==> src/rtl/mem_port_arbiter_pkg.sv <==
// Shared types and widths for the IF/MEM memory port arbiter.
package mem_arb_pkg;

  localparam int ADDR_W = 32;
  localparam int DATA_W = 32;
  localparam int BE_W   = 4;

  typedef enum logic [1:0] {
    IDLE,
    BUSY_IF,
    BUSY_D
  } arb_state_t;

  typedef enum logic {
    REQ_IF,
    REQ_D
  } requester_t;

endpackage

==> src/rtl/mem_port_arbiter_if.sv <==
// Fetch, data and memory-side signals of the arbiter.
// master is the arbiter's view; slave is the view of the requesters and memory.
interface mem_port_arbiter_if;
  import mem_arb_pkg::*;

  logic              if_req;
  logic [ADDR_W-1:0] if_addr;
  logic              if_flush;
  logic              if_gnt;
  logic              if_rvalid;
  logic [DATA_W-1:0] if_rdata;
  logic              if_err;

  logic              d_req;
  logic              d_we;
  logic [ADDR_W-1:0] d_addr;
  logic [DATA_W-1:0] d_wdata;
  logic [BE_W-1:0]   d_be;
  logic              d_gnt;
  logic              d_rvalid;
  logic [DATA_W-1:0] d_rdata;
  logic              d_err;

  logic              mem_req;
  logic              mem_we;
  logic [ADDR_W-1:0] mem_addr;
  logic [DATA_W-1:0] mem_wdata;
  logic [BE_W-1:0]   mem_be;
  logic              mem_ack;
  logic [DATA_W-1:0] mem_rdata;

  modport master (
    input  if_req, if_addr, if_flush,
    output if_gnt, if_rvalid, if_rdata, if_err,
    input  d_req, d_we, d_addr, d_wdata, d_be,
    output d_gnt, d_rvalid, d_rdata, d_err,
    output mem_req, mem_we, mem_addr, mem_wdata, mem_be,
    input  mem_ack, mem_rdata
  );

  modport slave (
    output if_req, if_addr, if_flush,
    input  if_gnt, if_rvalid, if_rdata, if_err,
    output d_req, d_we, d_addr, d_wdata, d_be,
    input  d_gnt, d_rvalid, d_rdata, d_err,
    input  mem_req, mem_we, mem_addr, mem_wdata, mem_be,
    output mem_ack, mem_rdata
  );

endinterface

==> src/rtl/mem_port_arbiter_timeout_ctr.sv <==
// Counts BUSY cycles without an ack and flags expiry on the last allowed cycle.
// TIMEOUT of 0 removes the counter entirely.
module mem_timeout_ctr #(
  parameter int TIMEOUT = 64
) (
  input  logic clk,
  input  logic rst,
  input  logic clear,
  input  logic enable,
  output logic expire
);

  generate
    if (TIMEOUT == 0) begin : g_off
      assign expire = 1'b0;
    end else begin : g_on
      localparam int CW = $clog2(TIMEOUT + 1);
      localparam logic [CW-1:0] LAST = CW'(TIMEOUT - 1);

      logic [CW-1:0] count_q, count_d;

      always_comb begin
        count_d = count_q;
        if (clear) begin
          count_d = '0;
        end else if (enable && count_q != LAST) begin
          count_d = count_q + CW'(1);
        end
      end

      always_ff @(posedge clk or posedge rst) begin
        if (rst) begin
          count_q <= '0;
        end else begin
          count_q <= count_d;
        end
      end

      assign expire = enable && (count_q == LAST);
    end
  endgenerate

endmodule

==> src/rtl/mem_port_arbiter.sv <==
// Shares one memory port between fetch and load/store, one access in flight,
// data first with a streak limit so fetch cannot starve.
module mem_port_arbiter
  import mem_arb_pkg::*;
#(
  parameter int MAX_STREAK = 4,
  parameter int TIMEOUT    = 64
) (
  input  logic               clk,
  input  logic               rst,
  mem_port_arbiter_if.master bus
);

  localparam int SW = $clog2(MAX_STREAK + 1);
  localparam logic [SW-1:0] STREAK_MAX = SW'(MAX_STREAK);

  arb_state_t        state_q, state_d;
  logic [SW-1:0]     streak_q, streak_d, streak_inc;
  logic              discard_q, discard_d;
  logic              mem_req_q, mem_req_d;
  logic              mem_we_q, mem_we_d;
  logic [ADDR_W-1:0] mem_addr_q, mem_addr_d;
  logic [DATA_W-1:0] mem_wdata_q, mem_wdata_d;
  logic [BE_W-1:0]   mem_be_q, mem_be_d;
  logic              if_rvalid_q, if_rvalid_d, if_err_q, if_err_d;
  logic [DATA_W-1:0] if_rdata_q, if_rdata_d;
  logic              d_rvalid_q, d_rvalid_d, d_err_q, d_err_d;
  logic [DATA_W-1:0] d_rdata_q, d_rdata_d;

  logic       fetch_pend, grant_data, grant_fetch, busy;
  logic       ack_done, to_done, expire, to_clear, to_enable;
  requester_t grant_who;

  assign fetch_pend  = bus.if_req && !bus.if_flush;
  assign grant_data  = (state_q == IDLE) && bus.d_req &&
                       !(fetch_pend && streak_q == STREAK_MAX);
  assign grant_fetch = (state_q == IDLE) && !grant_data && fetch_pend;
  assign grant_who   = grant_data ? REQ_D : REQ_IF;
  assign busy        = (state_q != IDLE);
  assign ack_done    = busy && bus.mem_ack;
  assign to_done     = busy && !bus.mem_ack && expire;
  assign to_clear    = grant_data || grant_fetch;
  assign to_enable   = busy && !bus.mem_ack;
  assign streak_inc  = (streak_q == STREAK_MAX) ? streak_q : streak_q + SW'(1);

  mem_timeout_ctr #(
    .TIMEOUT(TIMEOUT)
  ) u_timeout (
    .clk   (clk),
    .rst   (rst),
    .clear (to_clear),
    .enable(to_enable),
    .expire(expire)
  );

  always_comb begin
    state_d     = state_q;
    streak_d    = streak_q;
    discard_d   = discard_q;
    mem_req_d   = mem_req_q;
    mem_we_d    = mem_we_q;
    mem_addr_d  = mem_addr_q;
    mem_wdata_d = mem_wdata_q;
    mem_be_d    = mem_be_q;
    if_rvalid_d = 1'b0;
    if_err_d    = 1'b0;
    if_rdata_d  = if_rdata_q;
    d_rvalid_d  = 1'b0;
    d_err_d     = 1'b0;
    d_rdata_d   = d_rdata_q;

    if (grant_data || grant_fetch) begin
      mem_req_d = 1'b1;
      if (grant_who == REQ_D) begin
        state_d     = BUSY_D;
        mem_we_d    = bus.d_we;
        mem_addr_d  = bus.d_addr;
        mem_wdata_d = bus.d_wdata;
        mem_be_d    = bus.d_be;
        streak_d    = fetch_pend ? streak_inc : '0;
      end else begin
        state_d     = BUSY_IF;
        mem_we_d    = 1'b0;
        mem_addr_d  = bus.if_addr;
        mem_wdata_d = '0;
        mem_be_d    = {BE_W{1'b1}};
        streak_d    = '0;
      end
    end

    // A redirect while fetching lets the bus access finish but drops its result.
    if (state_q == BUSY_IF && bus.if_flush) begin
      discard_d = 1'b1;
    end

    if (ack_done || to_done) begin
      state_d   = IDLE;
      mem_req_d = 1'b0;
      discard_d = 1'b0;
      if (state_q == BUSY_IF) begin
        if (!(discard_q || bus.if_flush)) begin
          if_rvalid_d = 1'b1;
          if_err_d    = to_done;
          if_rdata_d  = ack_done ? bus.mem_rdata : '0;
        end
      end else begin
        d_rvalid_d = 1'b1;
        d_err_d    = to_done;
        d_rdata_d  = ack_done ? bus.mem_rdata : '0;
      end
    end
  end

  always_ff @(posedge clk or posedge rst) begin
    if (rst) begin
      state_q     <= IDLE;
      streak_q    <= '0;
      discard_q   <= 1'b0;
      mem_req_q   <= 1'b0;
      mem_we_q    <= 1'b0;
      mem_addr_q  <= '0;
      mem_wdata_q <= '0;
      mem_be_q    <= '0;
      if_rvalid_q <= 1'b0;
      if_err_q    <= 1'b0;
      if_rdata_q  <= '0;
      d_rvalid_q  <= 1'b0;
      d_err_q     <= 1'b0;
      d_rdata_q   <= '0;
    end else begin
      state_q     <= state_d;
      streak_q    <= streak_d;
      discard_q   <= discard_d;
      mem_req_q   <= mem_req_d;
      mem_we_q    <= mem_we_d;
      mem_addr_q  <= mem_addr_d;
      mem_wdata_q <= mem_wdata_d;
      mem_be_q    <= mem_be_d;
      if_rvalid_q <= if_rvalid_d;
      if_err_q    <= if_err_d;
      if_rdata_q  <= if_rdata_d;
      d_rvalid_q  <= d_rvalid_d;
      d_err_q     <= d_err_d;
      d_rdata_q   <= d_rdata_d;
    end
  end

  // Grants are combinational, so they are masked to honour an in-progress reset.
  assign bus.if_gnt    = grant_fetch && !rst;
  assign bus.d_gnt     = grant_data && !rst;
  assign bus.mem_req   = mem_req_q;
  assign bus.mem_we    = mem_we_q;
  assign bus.mem_addr  = mem_addr_q;
  assign bus.mem_wdata = mem_wdata_q;
  assign bus.mem_be    = mem_be_q;
  assign bus.if_rvalid = if_rvalid_q;
  assign bus.if_err    = if_err_q;
  assign bus.if_rdata  = if_rdata_q;
  assign bus.d_rvalid  = d_rvalid_q;
  assign bus.d_err     = d_err_q;
  assign bus.d_rdata   = d_rdata_q;

endmodule

==> src/flat_wrapper.sv <==
// flat-port wrapper written by rule: the top's interface ports become plain ports
module mem_port_arbiter_flat import mem_arb_pkg::*;
#(
  parameter int MAX_STREAK = 4,
  parameter int TIMEOUT    = 64
)
  (clk, rst, bus_if_req, bus_if_addr, bus_if_flush, bus_if_gnt, bus_if_rvalid, bus_if_rdata, bus_if_err, bus_d_req, bus_d_we, bus_d_addr, bus_d_wdata, bus_d_be, bus_d_gnt, bus_d_rvalid, bus_d_rdata, bus_d_err, bus_mem_req, bus_mem_we, bus_mem_addr, bus_mem_wdata, bus_mem_be, bus_mem_ack, bus_mem_rdata);
  mem_port_arbiter_if bus_i ();
  input  logic clk;
  input  logic rst;
  input wire logic [$bits(bus_i.if_req)-1:0] bus_if_req;
  input wire logic [$bits(bus_i.if_addr)-1:0] bus_if_addr;
  input wire logic [$bits(bus_i.if_flush)-1:0] bus_if_flush;
  output wire logic [$bits(bus_i.if_gnt)-1:0] bus_if_gnt;
  output wire logic [$bits(bus_i.if_rvalid)-1:0] bus_if_rvalid;
  output wire logic [$bits(bus_i.if_rdata)-1:0] bus_if_rdata;
  output wire logic [$bits(bus_i.if_err)-1:0] bus_if_err;
  input wire logic [$bits(bus_i.d_req)-1:0] bus_d_req;
  input wire logic [$bits(bus_i.d_we)-1:0] bus_d_we;
  input wire logic [$bits(bus_i.d_addr)-1:0] bus_d_addr;
  input wire logic [$bits(bus_i.d_wdata)-1:0] bus_d_wdata;
  input wire logic [$bits(bus_i.d_be)-1:0] bus_d_be;
  output wire logic [$bits(bus_i.d_gnt)-1:0] bus_d_gnt;
  output wire logic [$bits(bus_i.d_rvalid)-1:0] bus_d_rvalid;
  output wire logic [$bits(bus_i.d_rdata)-1:0] bus_d_rdata;
  output wire logic [$bits(bus_i.d_err)-1:0] bus_d_err;
  output wire logic [$bits(bus_i.mem_req)-1:0] bus_mem_req;
  output wire logic [$bits(bus_i.mem_we)-1:0] bus_mem_we;
  output wire logic [$bits(bus_i.mem_addr)-1:0] bus_mem_addr;
  output wire logic [$bits(bus_i.mem_wdata)-1:0] bus_mem_wdata;
  output wire logic [$bits(bus_i.mem_be)-1:0] bus_mem_be;
  input wire logic [$bits(bus_i.mem_ack)-1:0] bus_mem_ack;
  input wire logic [$bits(bus_i.mem_rdata)-1:0] bus_mem_rdata;
  assign bus_i.if_req = bus_if_req;
  assign bus_i.if_addr = bus_if_addr;
  assign bus_i.if_flush = bus_if_flush;
  assign bus_if_gnt = bus_i.if_gnt;
  assign bus_if_rvalid = bus_i.if_rvalid;
  assign bus_if_rdata = bus_i.if_rdata;
  assign bus_if_err = bus_i.if_err;
  assign bus_i.d_req = bus_d_req;
  assign bus_i.d_we = bus_d_we;
  assign bus_i.d_addr = bus_d_addr;
  assign bus_i.d_wdata = bus_d_wdata;
  assign bus_i.d_be = bus_d_be;
  assign bus_d_gnt = bus_i.d_gnt;
  assign bus_d_rvalid = bus_i.d_rvalid;
  assign bus_d_rdata = bus_i.d_rdata;
  assign bus_d_err = bus_i.d_err;
  assign bus_mem_req = bus_i.mem_req;
  assign bus_mem_we = bus_i.mem_we;
  assign bus_mem_addr = bus_i.mem_addr;
  assign bus_mem_wdata = bus_i.mem_wdata;
  assign bus_mem_be = bus_i.mem_be;
  assign bus_i.mem_ack = bus_mem_ack;
  assign bus_i.mem_rdata = bus_mem_rdata;
  mem_port_arbiter #(.MAX_STREAK(MAX_STREAK), .TIMEOUT(TIMEOUT)) u_core (.clk(clk), .rst(rst), .bus(bus_i));
endmodule
==> config.mk <==
export PLATFORM = sky130hd
export DESIGN_NAME = mem_port_arbiter_flat
export DESIGN_NICKNAME = d
export VERILOG_FILES = /design/src/rtl/mem_port_arbiter_pkg.sv /design/src/rtl/mem_port_arbiter_if.sv /design/src/rtl/mem_port_arbiter_timeout_ctr.sv /design/src/rtl/mem_port_arbiter.sv /design/src/flat_wrapper.sv
export SDC_FILE = /design/constraint.sdc
export NUM_CORES = 1
export LEC_CHECK = 0
export BUFFER_PORTS_ARGS = -buffer_cell sky130_fd_sc_hd__buf_2
export CAP_MARGIN = 20
export CORE_MARGIN = 2
export CORE_UTILIZATION = 47
export DETAILED_ROUTE_END_ITERATION = 16
export PLACE_DENSITY = 0.88
export SYNTH_ARGS = -nofsm -noshare
export SYNTH_HDL_FRONTEND = slang
export SYNTH_HIERARCHICAL = 1
export SYNTH_SLANG_ARGS = --single-unit
export TNS_END_PERCENT = 50
==> constraint.sdc <==
create_clock -name clk -period 4.3 [get_ports clk]
set_input_delay 0 -clock clk [delete_from_list [all_inputs] [get_ports clk]]
set_output_delay 0 -clock clk [all_outputs]
set_load 0.1 [all_outputs]
==> results of run 1 <==
## per-stage QoR
stage	util [%]	setup WS (ns)	instances
finish	75.1	1.27	1078
CTS	75.1	1.45	1078
global placement	60.1	1.71	917
detailed placement	60.3	1.63	918
floorplan	-	0.162	500
global route	75.1	1.15	1078
## state kept, by name (all words and copies together) (netlist names)
signal	flops
u_core/bus.mem_addr	32
u_core/bus.mem_we	1
u_core/bus.if_rdata	32
u_core/bus.d_rvalid	1
u_core/discard_q	1
u_core/streak_q	3
u_core/bus.d_rdata	32
u_core/bus.mem_be	4
u_core/bus.d_err	1
u_core/bus.if_rvalid	1
u_core/u_timeout/g_on.count_q	7
u_core/state_q	2
u_core/bus.mem_wdata	32
u_core/bus.mem_req	1
u_core/bus.if_err	1
## Yosys cell counts (all sizes together), types with 4 or more instances
library cell and number:
nor2 8, clkbuf 28, nand2 28, o221ai 20
o21ai 5, inv 41, nor4 12, nand3 21
a31oi 4, a22o 98, buf 14, dfrtp 151
nor2b 4, o22a 5, a211oi 16, a2111oi 12
## worst max-delay path, delay by kind of cell, from the launching register on
family / cells / cell delay, ns
and+or+nand+nor: 2 / 1.46
buffers and inverters: 1 / 0.65
DFF: 1 / 0.53
AOI/OAI and AO/OA: 1 / 0.26
## worst max-delay path by stage
stage | startpoint | to | cells past startpoint
after CTS | u_core/state_q[1]$_DFFE_PP0P_ | u_core/bus.mem_addr[1]$_DFFE_PP0P_ | 4
after global routing | u_core/state_q[1]$_DFFE_PP0P_ | u_core/bus.mem_addr[29]$_DFFE_PP0P_ | 4
after floorplan | rst | bus_if_gnt | 2
after detailed placement | u_core/state_q[1]$_DFFE_PP0P_ | u_core/bus.mem_wdata[4]$_DFFE_PP0P_ | 4
final | u_core/state_q[1]$_DFFE_PP0P_ | u_core/bus.mem_addr[29]$_DFFE_PP0P_ | 4
after global placement | u_core/state_q[1]$_DFFE_PP0P_ | u_core/bus.mem_wdata[28]$_DFFE_PP0P_ | 4
## cell families (layout without fill, tap and decap cells)
group | after synthesis | count (layout)
adders and majority gates | 3 | 3
buffers and inverters | 83 | 489
and+or+nand+nor | 95 | 95
AOI/OAI and AO/OA | 165 | 165
DFF | 151 | 151
muxes | 3 | 3
## per-layer routing
layer	vias to the layer above	track usage, %
met5	-	0
met3	68	7.72
li1	2666	-
met2	375	49.7
met1	2948	37.1
met4	0	12.3
## what timing repair did
| action | CTS | global route |
|---|---|---|
| hold buffers | 129 | 0 |
| endpoints found under the hold margin | 211 | 0 |
| setup endpoints to repair | 0 | 0 |
## layout make-up
type	count	share of cell area (%)
timing repair buffer	417	29.1
clock inverter	14	1.68
sequential	151	39.5
inverter	41	1.66
multi-input combinational	266	21.3
clock buffer	17	4.45
tap	172	2.25
==> run summary, run 1 <==
Design area: 9550 sq um
Hold/Removal Path Class: in -> reg
Drt via density: 5.62
Post-cts sizing count: 0
DRT Wirelength: 20.8 mm
Clock tree buffer depth: 2
Area after DPL: 7680 sq um
R2r endpoint: u_core/bus.mem_addr[29]$_DFFE_PP0P_
Crit path DAT: 3.33 ns
Count of different cell masters after synthesis: 44
HP Start: bus_if_addr[31]
#FFs+latches synth: 151
Tcrit/Tclk final: 70.5%
Post-CTS Setup Inserts: 0
Vias in the first global route: 6368
Crit start category: register
Status: finished clean
GRT Total Usage: 29.8%
Max-slew headroom: 36.8%
Clock root cell: clkbuf_16
Drt first pass iters: 5
Synthesis-to-layout area growth: 55.2%
Max Transition Viols Final: 0
Die Ht: 118 um
Final Wtd Congestion: 0.859
ANT cells: 0
Clk slew on worst S/H paths: 0.07 ns
# setup viols final: 0
Min Tclk post-route: 3.03 ns
FF-to-FF Start: u_core/state_q[1]$_DFFE_PP0P_
Syn Std Cell Area: 6150 sq um
# H-tree levels: 4
Yosys warning count: 6
R2R depth: 4
WHS: 0.00934 ns
RSZ-0062 raised after global routing: no
Rows: 41
Via count: 6057
Net Count, Synth: 642
Proportion of synthesized area in mux cells: 0.651%
Max Used Layer: met4
PortBufs: 278
Endpoint, Worst Hold: u_core/bus.mem_addr[31]$_DFFE_PP0P_
Top-level I/O count: 279
Post-synthesis sequential area ratio: 61.4%
Share of cells above drive strength 1: 37.0%
Worst clock skew: 0.0140 ns
Synth Area in Adders: 0.610%
DR WL met2: 10.4 mm
Register area: 3780 sq um
# fillers: 778
Synth Area in Compound Gates: 22.8%
Clock latency on the worst-skew pair: 0.42 ns
ANT nets after route: 0
Simple-gate share of the synthesized area: 8.64%
CP max FO: 25
Ys flop type: dfrtp_1
Detailed placer's ending HPWL: 11.2 mm
Max-Cap Viols: 0
Wl on met1: 8.05 mm
CP Class: reg -> reg
Top cell type's share of synthesized area: 61.4%
Peak Freq: 330 MHz
CTS tree: done
Synth top area cells: dfrtp_1 (61%), a22o_1 (14%), o221ai_1 (2.8%), inv_1 (2.4%), a211oi_1 (1.8%)
Largest net degree at the start of global routing: 76
First-pass GRT wire length: 33.3 mm
Number of enable flip-flop cells after synthesis: 0
Layout Nets: 1036
Most frequent cells in the layout: buf_2 (278), dfrtp_1 (151), dlygate4sd3_1 (129)
Die width: 118 um
Syn_area_per_cell: 12.3 sq um
Most common cell after layout, fill and taps aside: buf_2
Full die area: 14000 sq um
Synth area leader: dfrtp_1
Hold Fails Final Rpt: 0
Cell Chain, Critical Path: or2_1 -> nor3_4 -> o221ai_1 -> dlygate4sd3_1
Crit-path max cell delay: 0.88 ns
Post-route DRC: 0
WHS Path Cells: 3
Main combinational cell family by area after synthesis: compound AO/OA/AOI/OAI gates
Ys async rst share: 100%
Starting Density: 48.4%
Total CTS buffers: 17
Post-Synth XOR/XNOR Area: 0%
Core Footprint: 12700 sq um
Routed WL per cell: 19.3 um
Initial antenna violation count: 0
Sink Count: 151
Global route overflow: 0
Initial DRC Count: 557
WP data required: 4.60 ns
R2R Setup Slk: 1.27 ns
Area of the multi-input gates: 2040 sq um
Slowest stage cell, crit path: nor3_4
Metal3 WL: 1.67 mm
Critical path endpoint category: register
Mapped Cells: 500
Final TNS setup: 0 ns
Tightest Pin Transition: 0.945 ns
Power of run 1 is left out: the tool's default activity adds up to more than one toggle a clock period on the data nets, which glitch-free logic cannot reach.
==> run 2, diff against run 1 <==
--- a/config.mk
+++ b/config.mk
@@ -8,9 +8,9 @@
 export BUFFER_PORTS_ARGS = -buffer_cell sky130_fd_sc_hd__buf_2
 export CAP_MARGIN = 20
 export CORE_MARGIN = 2
-export CORE_UTILIZATION = 47
+export CORE_UTILIZATION = 42
 export DETAILED_ROUTE_END_ITERATION = 16
-export PLACE_DENSITY = 0.88
+export PLACE_DENSITY = 0.84
 export SYNTH_ARGS = -nofsm -noshare
 export SYNTH_HDL_FRONTEND = slang
 export SYNTH_HIERARCHICAL = 1
==> constraint.sdc (replaced) <==
create_clock -name clk -period 2.6 [get_ports clk]
set_input_delay 0 -clock clk [delete_from_list [all_inputs] [get_ports clk]]
set_output_delay 0 -clock clk [all_outputs]
set_load 0.1 [all_outputs]
==> run 2 against run 1 <==
Compared with the run above:
- non-clock buffer count up 11
- critical path depth up 2
- clock-buffer cell count unchanged
- wire length down 2.9%
- setup slack worse by 1.2 ns
- via count up 0.54%
- flip-flop and latch count unchanged
- core utilization down 7.8 points
- cell area up 1.6%
- highest routed layer unchanged
==> run summary, run 2 (synthesis results as in run 1) <==
Status: finished clean
Tcrit/Tclk final: 97.1% (+27 points)
Initial antenna violation count: 0 (unchanged)
First-pass GRT wire length: 32.5 mm (-2.5%)
Die Ht: 125 um (+5.6%)
Clk slew on worst S/H paths: 0.07 ns (about the same)
# fillers: 991 (+27%)
Starting Density: 42.7% (-5.7 points)
Share of cells above drive strength 1: 37.5% (+0.50 points)
Hold/Removal Path Class: in -> reg
Clock latency on the worst-skew pair: 0.42 ns (about the same)
Total CTS buffers: 17 (unchanged)
Largest net degree at the start of global routing: 145 (+91%)
Crit path DAT: 2.81 ns (-0.52 ns)
Routed WL per cell: 18.3 um (-5.0%)
R2R Setup Slk: 0.08 ns (-1.19 ns)
Post-route DRC: 0 (unchanged)
Endpoint, Worst Hold: u_core/bus.mem_addr[21]$_DFFE_PP0P_
Die width: 125 um (+5.6%)
Post-layout util: 67.3% (-7.8 points)
Tightest Pin Transition: 0.815 ns (-0.131 ns)
R2r endpoint: u_core/bus.mem_addr[18]$_DFFE_PP0P_
Layout Nets: 1047 (+1.1%)
HP Start: bus_if_addr[21]
Most frequent cells in the layout: buf_2 (277), dfrtp_1 (151), dlygate4sd3_1 (133)
RSZ-0062 raised after global routing: no
Full die area: 15600 sq um (+11%)
Peak Freq: 396 MHz (+20%)
Register area: 3780 sq um (unchanged)
Clock root cell: clkbuf_16
Synthesis-to-layout area growth: 57.7%
# H-tree levels: 4 (unchanged)
Detailed placer's ending HPWL: 11.1 mm (-0.78%)
# setup viols final: 0 (unchanged)
Via count: 6090 (+0.54%)
Crit start category: register
CP Class: reg -> reg
Area of the multi-input gates: 2040 sq um (+0.18%)
CTS tree: done
Sink Count: 151 (unchanged)
Initial DRC Count: 400 (-28%)
Clock tree buffer depth: 2 (unchanged)
Min Tclk post-route: 2.52 ns (-0.509 ns)
WP data required: 2.88 ns (-1.72 ns)
Rows: 44 (+7.3%)
Max Transition Viols Final: 0 (unchanged)
Top-level I/O count: 279 (unchanged)
Drt first pass iters: 5 (unchanged)
Core Footprint: 14400 sq um (+13%)
Most common cell after layout, fill and taps aside: buf_2
GRT Total Usage: 25.8% (-4.0 points)
ANT nets after route: 0 (unchanged)
Critical path endpoint category: register
WHS Path Cells: 3 (unchanged)
Hold Fails Final Rpt: 0 (unchanged)
PortBufs: 278 (unchanged)
DRT Wirelength: 20.2 mm (-2.9%)
Final Wtd Congestion: 0.826 (-3.9%)
Vias in the first global route: 6296 (-1.1%)
Post-CTS Setup Inserts: 0 (unchanged)
Global route overflow: 0 (unchanged)
FF-to-FF Start: u_core/streak_q[0]$_DFFE_PP0P_
CP max FO: 12 (-52%)
Max-Cap Viols: 0 (unchanged)
Worst clock skew: 0.0150 ns (+0.00105 ns)
Max-slew headroom: 45.7% (+8.9 points)
Drt via density: 5.53 (-1.6%)
ANT cells: 0 (unchanged)
R2R depth: 6 (+2)
run 2: cell types whose count changed in the layout (fill, tap and decap cells not counted), moves of 2 or more:
cell	before	now
a2111oi_0	12	10
a2111oi_1	0	2
buf_12	0	2
buf_4	9	15
dlygate4sd3_1	129	133
run 2: cell type report:
| class | count | area share (%) |
|---|---|---|
| clock buffers | 17 | 4.38 |
| clock inverters | 15 | 1.82 |
| inverters | 41 | 1.62 |
| multi-input cells | 266 | 21.0 |
| flip-flops and latches | 151 | 38.9 |
| well taps | 184 | 2.37 |
| repair buffers | 428 | 29.8 |
run 2: what timing repair did:
| action | CTS | global route |
|---|---|---|
| hold buffers | 133 | 0 |
| endpoints found under the hold margin | 285 | 0 |
| endpoints found under the setup margin | 0 | 2 |
| resized for setup | 0 | 2 |
run 2: worst max path at each step:
| stage | end | cells after the start | from |
|---|---|---|---|
| 4_1_cts | u_core/bus.mem_addr[8]$_DFFE_PP0P_ | 6 | u_core/streak_q[0]$_DFFE_PP0P_ |
| 6_report | u_core/bus.mem_addr[18]$_DFFE_PP0P_ | 6 | u_core/streak_q[0]$_DFFE_PP0P_ |
| 3_3_place_gp | u_core/bus.if_rdata[4]$_DFFE_PP0P_ | 8 | u_core/state_q[0]$_DFFE_PP0P_ |
| 5_1_grt | u_core/bus.mem_addr[18]$_DFFE_PP0P_ | 6 | u_core/streak_q[0]$_DFFE_PP0P_ |
| 2_1_floorplan | bus_if_gnt | 2 | rst |
| 3_5_place_dp | u_core/bus.if_rdata[18]$_DFFE_PP0P_ | 8 | u_core/state_q[0]$_DFFE_PP0P_ |
run 2: metrics by stage:
stage / std cells / setup slack (ns) / instance area (sq um) / hold WS, ns / setup TNS, ns
5_1_grt: 1102 / 0.00826 / 9710 / 0.0369 / 0
6_report: 1102 / 0.0758 / 9710 / 0.0445 / 0
3_3_place_gp: 936 / 0.518 / 7740 / -0.0126 / 0
2_1_floorplan: 500 / -0.304 / 6160 / -0.197 / -0.304
3_5_place_dp: 937 / 0.461 / 7770 / -0.0135 / 0
4_1_cts: 1102 / 0.220 / 9710 / 0.0152 / 0
run 2: worst max-delay path, cell delays in order (launching register included):
cell and delay, ns:
dfrtp_1 0.38, inv_1 0.10, ha_1 0.22, nand2_1 0.28
a2111oi_0 0.68, a211oi_1 0.13, dlygate4sd3_1 0.60
run 2: metal layers:
layer | global-route usage [%] | share of wire, % | up-vias
met2 | 42.6 | 49 | 385
met1 | 32.3 | 39 | 2945
met4 | 9.93 | 2.7 | 0
met3 | 7.66 | 9.3 | 64
met5 | 0 | 0 | -
li1 | - | - | 2696
Power of run 2 is left out for the same reason.
